**config.mk**
```make
export PLATFORM = sky130hd
export DESIGN_NAME = snn_timestep_sched
export DESIGN_NICKNAME = d
export VERILOG_FILES = /design/src/rtl/snn_soc_pkg.sv /design/src/rtl/snn_timestep_sched_timer.sv /design/src/rtl/snn_timestep_sched.sv
export SDC_FILE = /design/constraint.sdc
export NUM_CORES = 1
export LEC_CHECK = 0
export BUFFER_PORTS_ARGS = -buffer_cell sky130_fd_sc_hd__buf_2
export CAP_MARGIN = 20
export CORE_ASPECT_RATIO = 1.2
export CORE_MARGIN = 10
export CORE_UTILIZATION = 25
export DETAILED_ROUTE_END_ITERATION = 10
export PLACE_DENSITY_LB_ADDON = 0.15
export SLEW_MARGIN = 20
export SYNTH_ARGS = -nofsm -noshare
export SYNTH_HDL_FRONTEND = slang
export SYNTH_HIERARCHICAL = 1
export SYNTH_SLANG_ARGS = --single-unit
```
**constraint.sdc**
```tcl
create_clock -name clk -period 2.4 [get_ports clk]
set_input_delay 0.24 -clock clk [delete_from_list [all_inputs] [get_ports clk]]
set_output_delay 0.24 -clock clk [all_outputs]
set_load 0.005 [all_outputs]
```
**src/rtl/snn_soc_pkg.sv**
```systemverilog
// snn_soc_pkg: shared SoC constants and types.
// Holds the timestep scheduler state encoding and default timing.
package snn_soc_pkg;

  localparam int TS_MAX = 16;
  localparam int SCHED_WL_SETTLE_CYCLES = 2;
  localparam int SCHED_TIMEOUT_CYCLES = 255;

  typedef enum logic [2:0] {
    S_IDLE,
    S_FETCH,
    S_SETTLE,
    S_CONVERT,
    S_NEXT,
    S_FINISH
  } sched_state_t;

endpackage

```
**src/rtl/snn_timestep_sched_timer.sv**
```systemverilog
// sched_timer: loadable down-counter with a zero flag.
// Ports: load_i/val_i load, dec_i decrements (saturates at 0), zero_o flag.
module sched_timer #(
  parameter int W = 8
) (
  input  logic         clk,
  input  logic         rst,
  input  logic         load_i,
  input  logic [W-1:0] val_i,
  input  logic         dec_i,
  output logic         zero_o
);

  logic [W-1:0] cnt_q, cnt_d;

  always_comb begin
    cnt_d = cnt_q;
    if (load_i) begin
      cnt_d = val_i;
    end else if (dec_i && cnt_q != '0) begin
      cnt_d = cnt_q - 1'b1;
    end
  end

  always_ff @(posedge clk) begin
    if (rst) begin
      cnt_q <= '0;
    end else begin
      cnt_q <= cnt_d;
    end
  end

  assign zero_o = (cnt_q == '0);

endmodule

```
**src/rtl/snn_timestep_sched.sv**
```systemverilog
// snn_timestep_sched: per-timestep frame fetch, WL settle, ADC kick, wait.
// Ports: start/abort/cfg_timesteps control; busy/done/err_timeout/ts_idx
// status; frame_req/frame_valid, wl_en, adc_kick_pulse/neuron_in_valid.
module snn_timestep_sched #(
  parameter int TS_MAX = snn_soc_pkg::TS_MAX,
  parameter int WL_SETTLE_CYCLES = snn_soc_pkg::SCHED_WL_SETTLE_CYCLES,
  parameter int TIMEOUT_CYCLES = snn_soc_pkg::SCHED_TIMEOUT_CYCLES,
  localparam int TS_W = $clog2(TS_MAX + 1)
) (
  input  logic            clk,
  input  logic            rst,
  input  logic            start,
  input  logic            abort,
  input  logic [TS_W-1:0] cfg_timesteps,
  output logic            busy,
  output logic            done,
  output logic            err_timeout,
  output logic [TS_W-1:0] ts_idx,
  output logic            frame_req,
  input  logic            frame_valid,
  output logic            wl_en,
  output logic            adc_kick_pulse,
  input  logic            neuron_in_valid
);
  import snn_soc_pkg::*;

  // Settle reuses the timeout counter: load S-1 so zero marks the last
  // settle cycle and the kick lands exactly S cycles after wl_en rises.
  localparam int SETTLE_LD =
    (WL_SETTLE_CYCLES > 0) ? WL_SETTLE_CYCLES - 1 : 0;
  localparam int TMR_MAX =
    (TIMEOUT_CYCLES > SETTLE_LD) ? TIMEOUT_CYCLES : SETTLE_LD;
  localparam int TMR_W = $clog2(TMR_MAX + 1);

  sched_state_t    state_q;
  logic            busy_q;
  logic            done_q;
  logic            err_q;
  logic [TS_W-1:0] ts_idx_q;
  logic [TS_W-1:0] n_ts_q;
  logic            frame_req_q;
  logic            wl_en_q;
  logic            kick_q;

  logic             tmr_load;
  logic [TMR_W-1:0] tmr_val;
  logic             tmr_dec;
  logic             tmr_zero;
  logic [TS_W-1:0]  n_clamp;
  logic             ts_last;

  assign n_clamp = (cfg_timesteps > TS_W'(TS_MAX)) ?
                   TS_W'(TS_MAX) : cfg_timesteps;
  assign ts_last = (ts_idx_q == n_ts_q - 1'b1);

  always_comb begin
    tmr_load = 1'b0;
    tmr_val  = TMR_W'(TIMEOUT_CYCLES);
    tmr_dec  = 1'b0;
    unique case (state_q)
      S_FETCH: begin
        tmr_load = frame_valid;
        if (WL_SETTLE_CYCLES > 0) begin
          tmr_val = TMR_W'(SETTLE_LD);
        end
      end
      S_SETTLE: begin
        tmr_load = tmr_zero;
        tmr_dec  = 1'b1;
      end
      S_CONVERT: begin
        tmr_dec = 1'b1;
      end
      default: begin
      end
    endcase
  end

  sched_timer #(
    .W(TMR_W)
  ) u_timer (
    .clk    (clk),
    .rst    (rst),
    .load_i (tmr_load),
    .val_i  (tmr_val),
    .dec_i  (tmr_dec),
    .zero_o (tmr_zero)
  );

  always_ff @(posedge clk) begin
    if (rst) begin
      state_q     <= S_IDLE;
      busy_q      <= 1'b0;
      done_q      <= 1'b0;
      err_q       <= 1'b0;
      ts_idx_q    <= '0;
      n_ts_q      <= '0;
      frame_req_q <= 1'b0;
      wl_en_q     <= 1'b0;
      kick_q      <= 1'b0;
    end else begin
      done_q      <= 1'b0;
      frame_req_q <= 1'b0;
      kick_q      <= 1'b0;
      if (abort && state_q != S_IDLE) begin
        state_q <= S_IDLE;
        busy_q  <= 1'b0;
        wl_en_q <= 1'b0;
      end else begin
        unique case (state_q)
          S_IDLE: begin
            if (start && !abort) begin
              err_q  <= 1'b0;
              n_ts_q <= n_clamp;
              if (n_clamp == '0) begin
                done_q <= 1'b1;
              end else begin
                busy_q      <= 1'b1;
                ts_idx_q    <= '0;
                frame_req_q <= 1'b1;
                state_q     <= S_FETCH;
              end
            end
          end
          S_FETCH: begin
            if (frame_valid) begin
              wl_en_q <= 1'b1;
              if (WL_SETTLE_CYCLES > 0) begin
                state_q <= S_SETTLE;
              end else begin
                state_q <= S_CONVERT;
                kick_q  <= 1'b1;
              end
            end
          end
          S_SETTLE: begin
            if (tmr_zero) begin
              state_q <= S_CONVERT;
              kick_q  <= 1'b1;
            end
          end
          S_CONVERT: begin
            // a valid arriving on the expiry cycle still counts
            if (neuron_in_valid) begin
              wl_en_q <= 1'b0;
              state_q <= S_NEXT;
            end else if (tmr_zero) begin
              err_q   <= 1'b1;
              wl_en_q <= 1'b0;
              busy_q  <= 1'b0;
              done_q  <= 1'b1;
              state_q <= S_IDLE;
            end
          end
          S_NEXT: begin
            if (ts_last) begin
              done_q  <= 1'b1;
              busy_q  <= 1'b0;
              state_q <= S_FINISH;
            end else begin
              ts_idx_q    <= ts_idx_q + 1'b1;
              frame_req_q <= 1'b1;
              state_q     <= S_FETCH;
            end
          end
          S_FINISH: begin
            state_q <= S_IDLE;
          end
          default: begin
            state_q <= S_IDLE;
          end
        endcase
      end
    end
  end

  assign busy           = busy_q;
  assign done           = done_q;
  assign err_timeout    = err_q;
  assign ts_idx         = ts_idx_q;
  assign frame_req      = frame_req_q;
  assign wl_en          = wl_en_q;
  assign adc_kick_pulse = kick_q;

  a_ts_range: assert property (
    @(posedge clk) disable iff (rst) ts_idx_q < TS_W'(TS_MAX)
  );

endmodule
```
==> results of run 1 <==
## cell usage in the layout, fill, tap and decap left out, types with 3 or more instances in the layout
| cell type | count |
|---|---|
| mux2i_1 | 3 |
| nand3b_1 | 8 |
| or3_1 | 3 |
| nand2b_1 | 3 |
| a311oi_1 | 3 |
| buf_4 | 6 |
| a21oi_1 | 21 |
| buf_2 | 21 |
| nor2_1 | 16 |
| inv_1 | 10 |
| dfxtp_1 | 27 |
| nand2_1 | 12 |
| xnor2_1 | 6 |
| nor3b_1 | 3 |
| a211oi_2 | 3 |
| ha_1 | 4 |
| nand3_1 | 4 |
| o21ai_0 | 7 |
| o21a_1 | 3 |
| clkbuf_8 | 3 |
## routing by layer
metal  GRT usage, %  share of wire (%)  up-vias
met5              0                  0        -
met4           2.68               0.68        0
met3           1.77                3.3        2
met2           14.1                 48       20
met1           11.5                 48      704
li1               -                  -      749
## state kept, by name, indices dropped and copies added, names as in the netlist
| register | flops |
|---|---|
| u_timer/cnt_q | 8 |
| n_ts_q | 5 |
| ts_idx | 5 |
| state_q | 3 |
| adc_kick_pulse | 1 |
| busy | 1 |
| done | 1 |
| err_timeout | 1 |
| frame_req | 1 |
| wl_en | 1 |
## worst register-to-register path: cells and delay by family, from the launching register on
kind                   cells  cell delay, ps
AOI/OAI and AO/OA          3             490
DFF                        1             370
and+or+nand+nor            4             950
buffers and inverters      1             200
## through the flow
stage               power (uW)  cell area (um2)  std cells  setup slack, ps  hold slack, ps
floorplan                  718             1670        192             73.2             376
global placement           805             1880        297              197             460
detailed placement         804             1880        297              128             460
CTS                       1080             1930        301              108             231
global route              1140             1930        301             63.2             248
finish                    1070             1930        301              269             235
## synthesized netlist by cell type (2+ instances only)
library cell  instances  area [um2]
nand3b_1              8        60.1
a21oi_1              21         105
nor3_1                2        10.0
or4_2                 2        17.5
or3_2                 2        15.0
ha_1                  4        50.1
o21a_1                3        22.5
buf_6                 3        33.8
a311oi_1              3        26.3
nor2_1               16        60.1
nand2_1              12        45.0
inv_1                10        37.5
o21ai_0               7        35.0
o211ai_1              2        15.0
a211oi_2              3        37.5
xor2_1                2        17.5
nand3_1               4        20.0
clkbuf_1              2        7.51
mux2i_1               3        30.0
or4_1                 2        15.0
xnor2_1               6        52.6
nor3b_1               3        22.5
o2bb2ai_1             2        17.5
nor2_2                2        12.5
nand2b_1              3        18.8
and3_1                2        12.5
nand4b_1              2        17.5
or3_1                 3        18.8
dfxtp_1              27         541
## layout make-up
class                           count  area [um2]
Fill cell                         707        4520
Multi-Input combinational cell    147        1040
Sequential cell                    27         541
Timing Repair Buffer               27         150
Tap cell                           85         106
Clock buffer                        3        41.3
Inverter                           11        41.3
Clock inverter                      1        5.00
## cell families after synthesis
logic type / share of synthesized area (%)
compound gates: 23.5
xor+xnor: 4.20
fa+ha+maj: 3.00
buf+inv: 5.48
flops: 32.4
mux: 1.80
other cells: 0.225
simple gates: 29.4
## power by group through the flow
stage	Combinational [uW]	Sequential, uW	Clock, uW
global route	322	511	308
finish	284	507	279
floorplan	213	506	0
CTS	287	507	290
detailed placement	287	517	0
global placement	287	517	0
## what timing repair did
item,CTS,global route
hold endpoints to repair,0,0
gates resized for setup,0,1
endpoints found under the setup margin,0,5
## how the worst max path moves through the flow
stage	from	endpoint	slack, ps	cells past startpoint
4_1_cts	u_timer/cnt_q[2]	u_timer/cnt_q[1]	110	7
5_1_grt	u_timer/cnt_q[2]	u_timer/cnt_q[4]	60	8
6_report	u_timer/cnt_q[2]	u_timer/cnt_q[2]	270	8
3_5_place_dp	u_timer/cnt_q[2]	u_timer/cnt_q[1]	130	7
3_3_place_gp	u_timer/cnt_q[2]	u_timer/cnt_q[1]	200	7
2_1_floorplan	u_timer/cnt_q[2]	u_timer/cnt_q[1]	70	8
==> results.py, run 1 <==
metrics = {
    "run_status": {
        "status": "finished clean",
    },
    "min_path": {
        "hp-start": "neuron_in_valid",
        "hold_depth": 3,
        "hp-class": "input port to flop",
        "worstHoldEndpoint": "state_q[2]",
    },
    "global_route": {
        "grt_max_degree": 26,
        "overflow": 0,
        "grt_pass1_wl_um": 7360,
        "groute.usage.overall_pct": 8.76,
        "antenna_found_initial": 0,
        "first_global_vias": 1434,
    },
    "clocking": {
        "numCtsBuffers": 3,
        "cts-root-buf": "clkbuf_8",
        "cts_setup_buffers": 0,
        "clk_latency_ps": 290,
        "cts_tree": "yes",
        "cts.clk_slew.worst_paths_ps": 110,
        "ctsHtreeMaxLevel": 1,
        "holdBufCountCts": 0,
        "clockBufferDepth": 2,
        "clock-sinks": 27,
    },
    "sta": {
        "hold_violations": 0,
        "fin_crit_sh_pct": 88.8,
        "setup_viol": 0,
        "tightestPinTransition_ps": 524,
        "grt_setup_unrepaired": "false",
        "period_needed_ps": 2130,
        "fin_worst_skew_ps": 16.2,
        "fmax_mhz": 469,
        "tns_ps": 0,
        "drv_slew": 0,
        "relSlewSlack_pct": 65.0,
    },
    "synth": {
        "ys_ff_latch": 27,
        "syn_area_mm2": 0.00167,
        "syn_avg_cell_area_um2": 8.69,
        "syn-num-nets": 207,
        "yosysWarnings": 6,
        "yosysUniqueCellTypes": 60,
        "synth_edf_count": 0,
        "ys.flop_type": "dfxtp_1",
        "ys_seq_area_share_pct": 32.4,
        "synth_cells": 192,
        "synthArstFlopShare_pct": 0,
    },
    "detailed_routing": {
        "dr.pass1.iters": 4,
        "drt-initial-drc-count": 22,
        "wire_per_inst_um": 14.3,
        "drcViolationCount": 0,
        "vias": 1475,
        "ant_nets": 0,
        "viasPerCell": 4.90,
        "drt-total-wl_um": 4290,
    },
    "setup_path": {
        "worst-path-buf-inv": 1,
        "cp_top_family": "simple AND/OR/NAND/NOR gates",
        "worstReg2RegStart": "u_timer/cnt_q[2]",
        "start_kind": "flop",
        "required_ps": 2550,
        "cp_slowest_cell": "or4_4",
        "end_kind": "flop",
        "reg2reg_to": "u_timer/cnt_q[2]",
        "crit_type": "flop to flop",
        "max_stage_delay_ps": 590,
        "cp_data_arrival_time_ps": 2280,
        "cp_cell_sequence": "or4_4 > nor4_2 > nand3b_1 > a21oi_1 > buf_4 > nor3b_1 > a21oi_1 > a21oi_1",
        "r2r_cells": 8,
        "cp_max_fo": 6,
        "rrSetupSlack_ps": 270,
        "critPathMostFrequentCell": "a21oi_1",
    },
    "floorplanning": {
        "core_area_mm2": 0.00645,
        "die-area_mm2": 0.0104,
        "fp.dieH_um": 109,
        "io_pins": 22,
        "row_count": 32,
        "die_width_um": 94.6,
        "start_util_pct": 25.9,
    },
    "finish": {
        "drive_gt1_share_pct": 25.9,
        "nNetsFinal": 232,
        "final_util_pct": 29.9,
        "synthToLayoutAreaGrowth_pct": 15.5,
        "n_antenna_cell": 0,
    },
    "pwr": {
        "power.share.switching_pct": 32.6,
        "p_seq_share_pct": 47.4,
        "power_density_mw_per_mm2": 555,
        "p_sw_uw": 349,
        "clock_power_share_pct": 26.1,
        "p_comb_share_pct": 26.6,
        "vdd_ir_drop_max_mv": 0.240,
        "p_int_uw": 721,
        "p_leak_uw": 0.000746,
    },
    "place": {
        "post-dp-hpwl_um": 3320,
        "gp_congestion": 0.772,
        "port_buffers": 21,
    },
    "job": {
        "drv_cap": 0,
    },
}
Note: power is estimated with default switching activity, not from simulation.
==> run 2, diff against run 1 <==
==> constraint.sdc (replaced) <==
create_clock -name clk -period 2.4 [get_ports clk]
set_input_delay 0.48 -clock clk [delete_from_list [all_inputs] [get_ports clk]]
set_output_delay 0.48 -clock clk [all_outputs]
set_load 0.005 [all_outputs]
==> run 2 against run 1 <==
Effect of this change: clock skew down 8.2 ps; wire length up 0.35%; global-route usage down 0.12 points; maximum frequency up 1.4%; final cell count up 0.33%; first-iteration DRC count up 95%; critical path type unchanged; largest cell class unchanged.
==> results.py, run 2 (synthesized netlist as in run 1, its figures left out) <==
metrics = {
    "global_route": {
        "overflow": 0,
        "antenna_found_initial": 0,
        "grt_max_degree": 16,
        "groute.usage.overall_pct": 8.65,
        "grt_pass1_wl_um": 7250,
        "first_global_vias": 1431,
    },
    "sta": {
        "drv_slew": 0,
        "grt_setup_unrepaired": "false",
        "period_needed_ps": 2100,
        "fin_ws_ps": 298,
        "tightestPinTransition_ps": 495,
        "fmax_mhz": 476,
        "hold_violations": 0,
        "fin_worst_skew_ps": 8.07,
        "fin_crit_sh_pct": 87.6,
        "setup_viol": 0,
        "relSlewSlack_pct": 66.9,
        "tns_ps": 0,
    },
    "finish": {
        "final_cell_mix": "27 x dfxtp_1, 21 x a21oi_1, 21 x buf_2, 16 x nor2_1, 12 x nand2_1",
        "largest_reg_flops": 8,
        "synthToLayoutAreaGrowth_pct": 16.0,
        "drive_gt1_share_pct": 26.3,
        "top_register": "u_timer/cnt_q",
        "n_antenna_cell": 0,
        "nNetsFinal": 233,
        "layout_commonest_cell": "dfxtp_1",
    },
    "setup_path": {
        "end_kind": "flop",
        "worstReg2RegStart": "u_timer/cnt_q[2]",
        "r2r_cells": 8,
        "required_ps": 2580,
        "rrSetupSlack_ps": 300,
        "start_kind": "flop",
        "cp_data_arrival_time_ps": 2280,
        "reg2reg_to": "u_timer/cnt_q[2]",
        "crit_type": "flop to flop",
        "cp_max_fo": 6,
    },
    "pwr": {
        "vdd_ir_drop_max_mv": 0.300,
        "power_density_mw_per_mm2": 554,
        "p_leak_uw": 0.000751,
        "finalPower_uw": 1070,
    },
    "detailed_routing": {
        "drt-initial-drc-count": 43,
        "wire_per_inst_um": 14.3,
        "drt-total-wl_um": 4310,
        "ant_nets": 0,
        "drcViolationCount": 0,
        "vias": 1462,
        "dr.pass1.iters": 4,
        "viasPerCell": 4.84,
    },
    "place": {
        "gp_congestion": 0.780,
        "port_buffers": 21,
        "dp_slack_ps": 160,
        "post-dp-hpwl_um": 3330,
    },
    "min_path": {
        "hp-class": "input port to flop",
        "worstHoldEndpoint": "state_q[2]",
        "hold_depth": 3,
        "hp-start": "neuron_in_valid",
    },
    "floorplanning": {
        "io_pins": 22,
        "core_area_mm2": 0.00645,
        "die-area_mm2": 0.0104,
        "die_width_um": 94.6,
        "fp.dieH_um": 109,
        "start_util_pct": 25.9,
        "row_count": 32,
    },
    "clocking": {
        "ctsHtreeMaxLevel": 1,
        "cts.clk_slew.worst_paths_ps": 110,
        "clk_latency_ps": 280,
        "holdBufCountCts": 0,
        "cts_tree": "yes",
        "clock-sinks": 27,
        "numCtsBuffers": 3,
        "clockBufferDepth": 2,
        "cts-root-buf": "clkbuf_8",
    },
    "run_status": {
        "status": "finished clean",
    },
    "job": {
        "drv_cap": 0,
    },
}
==> run 2: critical path, stage by stage (launching register included) <==
cell      delay (ps)
dfxtp_1          370
or4_4            600
nor4_2           210
nand3b_1         110
a21oi_1          300
buf_4            200
nor3b_1           50
a21oi_1          100
a21oi_1           70
==> run 2: how the worst max path moves through the flow <==
| stage | startpoint | to | slack, ps | depth (start not counted) |
|---|---|---|---|---|
| floorplan | u_timer/cnt_q[2] | u_timer/cnt_q[1] | 70 | 8 |
| global placement | u_timer/cnt_q[2] | u_timer/cnt_q[1] | 210 | 7 |
| detailed placement | u_timer/cnt_q[2] | u_timer/cnt_q[1] | 160 | 7 |
| CTS | u_timer/cnt_q[2] | u_timer/cnt_q[1] | 120 | 7 |
| global route | u_timer/cnt_q[2] | u_timer/cnt_q[5] | 90 | 6 |
| finish | u_timer/cnt_q[2] | u_timer/cnt_q[2] | 300 | 8 |
==> run 2: metrics by stage <==
step / instances / utilization, % / cell area [um2] / hold WS (ps)
final: 302 / 30.0 / 1930 / 474
after floorplan: 192 / - / 1670 / 445
after CTS: 302 / 30.0 / 1930 / 468
after global placement: 298 / 29.3 / 1890 / 461
after global routing: 302 / 30.0 / 1930 / 491
after detailed placement: 298 / 29.3 / 1890 / 463
==> run 2: where the power goes <==
group | internal (uW) | total, uW | leakage [uW] | switching (uW)
sequential | 475 | 507 | 0.000219 | 31.6
combinational | 130 | 287 | 0.000506 | 157
clock | 117 | 277 | 0.0000255 | 161
==> run 2: final cells by class <==
cell class	count	area (um2)
clock buffers	3	41.3
clock inverters	1	5.00
fillers	702	4510
inverters	11	41.3
multi-input cells	147	1040
flip-flops and latches	27	541
well taps	85	106
repair buffers	28	158
==> run 2: repair_timing <==
item | in CTS | in global routing
endpoints found under the setup margin | 0 | 4
setup buffers | 0 | 0
gates resized for setup | 0 | 1
==> run 2: metal layers <==
layer / wire length (um) / global-route usage, % / up-vias
met5: 0 / 0 / -
met4: 29 / 2.57 / 0
met3: 201 / 1.98 / 2
met2: 2010 / 13.4 / 26
met1: 2070 / 11.7 / 686
li1: - / - / 748
==> run 3, diff against run 2 <==
CORE_UTILIZATION = 40   (was 25)
SKIP_CTS_REPAIR_TIMING = 1   (was unset)
==> run 3 against run 2 <==
Effect of this change: combinational power is 2% lower; sequential power about the same; highest routed layer unchanged; worst hold slack better by 7.9 ps; maximum frequency fell by 3.0%; wire length decreased by 6.8%; largest power group unchanged; flip-flop and latch count is the same; setup slack worse by 66 ps; design area is 3.2% lower; non-clock buffer count down 3; clock power shrank 5%; power down 2.0%.
==> results.py, run 3 (synthesized netlist as in run 1, its figures left out) <==
metrics = {
    "place": {
        "port_buffers": 21,
        "dpl_cell_area_mm2": 0.00183,
        "placed_cells": 264,
        "post-dp-hpwl_um": 3140,
        "gp_congestion": 0.796,
    },
    "floorplanning": {
        "io_pins": 22,
        "start_util_pct": 42.0,
        "row_count": 25,
        "fp.dieH_um": 90.7,
        "core_area_mm2": 0.00397,
        "die-area_mm2": 0.00716,
        "die_width_um": 78.9,
    },
    "detailed_routing": {
        "drt-initial-drc-count": 83,
        "viasPerCell": 5.53,
        "ant_nets": 0,
        "dr.pass1.iters": 4,
        "wire_per_inst_um": 15.0,
        "drcViolationCount": 0,
        "vias": 1482,
        "drt-total-wl_um": 4020,
    },
    "job": {
        "drv_cap": 0,
    },
    "setup_path": {
        "start_kind": "flop",
        "reg2reg_to": "u_timer/cnt_q[1]",
        "end_kind": "flop",
        "worst-path-buf-inv": 1,
        "max_stage_delay_ps": 590,
        "cp_data_arrival_time_ps": 2320,
        "cp_cell_sequence": "or4_4 > nor4_2 > nand3b_1 > a21oi_1 > clkinv_1 > nand4b_1 > o211ai_1",
        "rrSetupSlack_ps": 230,
        "cp_slowest_cell": "or4_4",
        "cp_top_family": "simple AND/OR/NAND/NOR gates",
        "r2r_cells": 7,
        "crit_type": "flop to flop",
        "required_ps": 2550,
        "cp_max_fo": 9,
        "worstReg2RegStart": "u_timer/cnt_q[2]",
    },
    "sta": {
        "period_needed_ps": 2170,
        "fmax_mhz": 461,
        "grt_setup_unrepaired": "false",
        "hold_slack_ps": 482,
        "tightestPinTransition_ps": 508,
        "drv_slew": 0,
        "fin_worst_skew_ps": 8.90,
        "relSlewSlack_pct": 66.0,
        "tns_ps": 0,
        "setup_viol": 0,
        "fin_crit_sh_pct": 90.3,
        "hold_violations": 0,
    },
    "finish": {
        "finalNonFillerCells": 268,
        "largest_reg_flops": 8,
        "seqCellArea_um2": 541,
        "layout_commonest_cell": "dfxtp_1",
        "fillerInstances": 414,
        "multi_input_comb_area_mm2": 0.00104,
        "n_antenna_cell": 0,
        "synthToLayoutAreaGrowth_pct": 12.2,
        "nNetsFinal": 230,
        "top_register": "u_timer/cnt_q",
        "drive_gt1_share_pct": 24.3,
        "final_cell_mix": "27 x dfxtp_1, 21 x a21oi_1, 21 x buf_2, 16 x nor2_1, 12 x nand2_1",
        "fin_area_mm2": 0.00187,
    },
    "clocking": {
        "cts_tree": "yes",
        "cts.clk_slew.worst_paths_ps": 100,
        "clockBufferDepth": 2,
        "ctsHtreeMaxLevel": 1,
        "numCtsBuffers": 3,
        "cts-root-buf": "clkbuf_8",
        "clock-sinks": 27,
        "clk_latency_ps": 270,
    },
    "run_status": {
        "status": "finished clean",
    },
    "global_route": {
        "overflow": 0,
        "groute.usage.overall_pct": 11.2,
        "first_global_vias": 1461,
        "grt_pass1_wl_um": 6670,
        "antenna_found_initial": 0,
        "grt_max_degree": 26,
    },
    "pwr": {
        "p_leak_uw": 0.000732,
        "power_density_mw_per_mm2": 561,
        "vdd_ir_drop_max_mv": 0.293,
        "finalPower_uw": 1050,
    },
    "min_path": {
        "worstHoldEndpoint": "n_ts_q[4]",
        "hp-start": "n_ts_q[4]",
        "hp-class": "flop to flop",
        "hold_depth": 2,
    },
}
## run 3: how the worst max path moves through the flow
stage / startpoint / endpoint / slack (ps) / depth (start not counted)
after floorplan: u_timer/cnt_q[2] / u_timer/cnt_q[1] / 70 / 8
after global placement: u_timer/cnt_q[2] / u_timer/cnt_q[1] / 360 / 7
after detailed placement: u_timer/cnt_q[2] / u_timer/cnt_q[1] / 250 / 7
after CTS: u_timer/cnt_q[2] / u_timer/cnt_q[1] / 230 / 7
after global routing: u_timer/cnt_q[2] / u_timer/cnt_q[5] / 30 / 6
final: u_timer/cnt_q[2] / u_timer/cnt_q[1] / 230 / 7
## run 3: routing by layer
metal / vias up / GRT usage [%] / share of wire [%]
li1: 743 / - / -
met1: 719 / 11.0 / 39
met2: 18 / 21.9 / 57
met3: 2 / 2.49 / 3.4
met4: 0 / 3.74 / 0.60
met5: - / 0 / 0
## run 3: area by class of cell
cell class / count / area share, %
Clock buffer: 4 / 2.41
Inverter: 11 / 2.21
Multi-Input combinational cell: 147 / 55.7
Sequential cell: 27 / 28.9
Tap cell: 54 / 3.61
Timing Repair Buffer: 25 / 7.22
## run 3: power by group
part	switching, uW	internal, uW
Combinational	154	127
Clock	144	119
Sequential	31.1	475
## run 3: per-stage QoR
stage	setup slack, ps	util, %
4_1_cts	230	47.1
6_report	232	47.1
3_5_place_dp	248	46.0
5_1_grt	25.4	47.1
3_3_place_gp	363	46.0
2_1_floorplan	73.2	-
## run 3: worst register-to-register path, stage by stage, from the launching register on
cell and delay (ps):
dfxtp_1 360, or4_4 590, nor4_2 210, nand3b_1 110, a21oi_1 210, clkinv_1 280
nand4b_1 190, o211ai_1 100
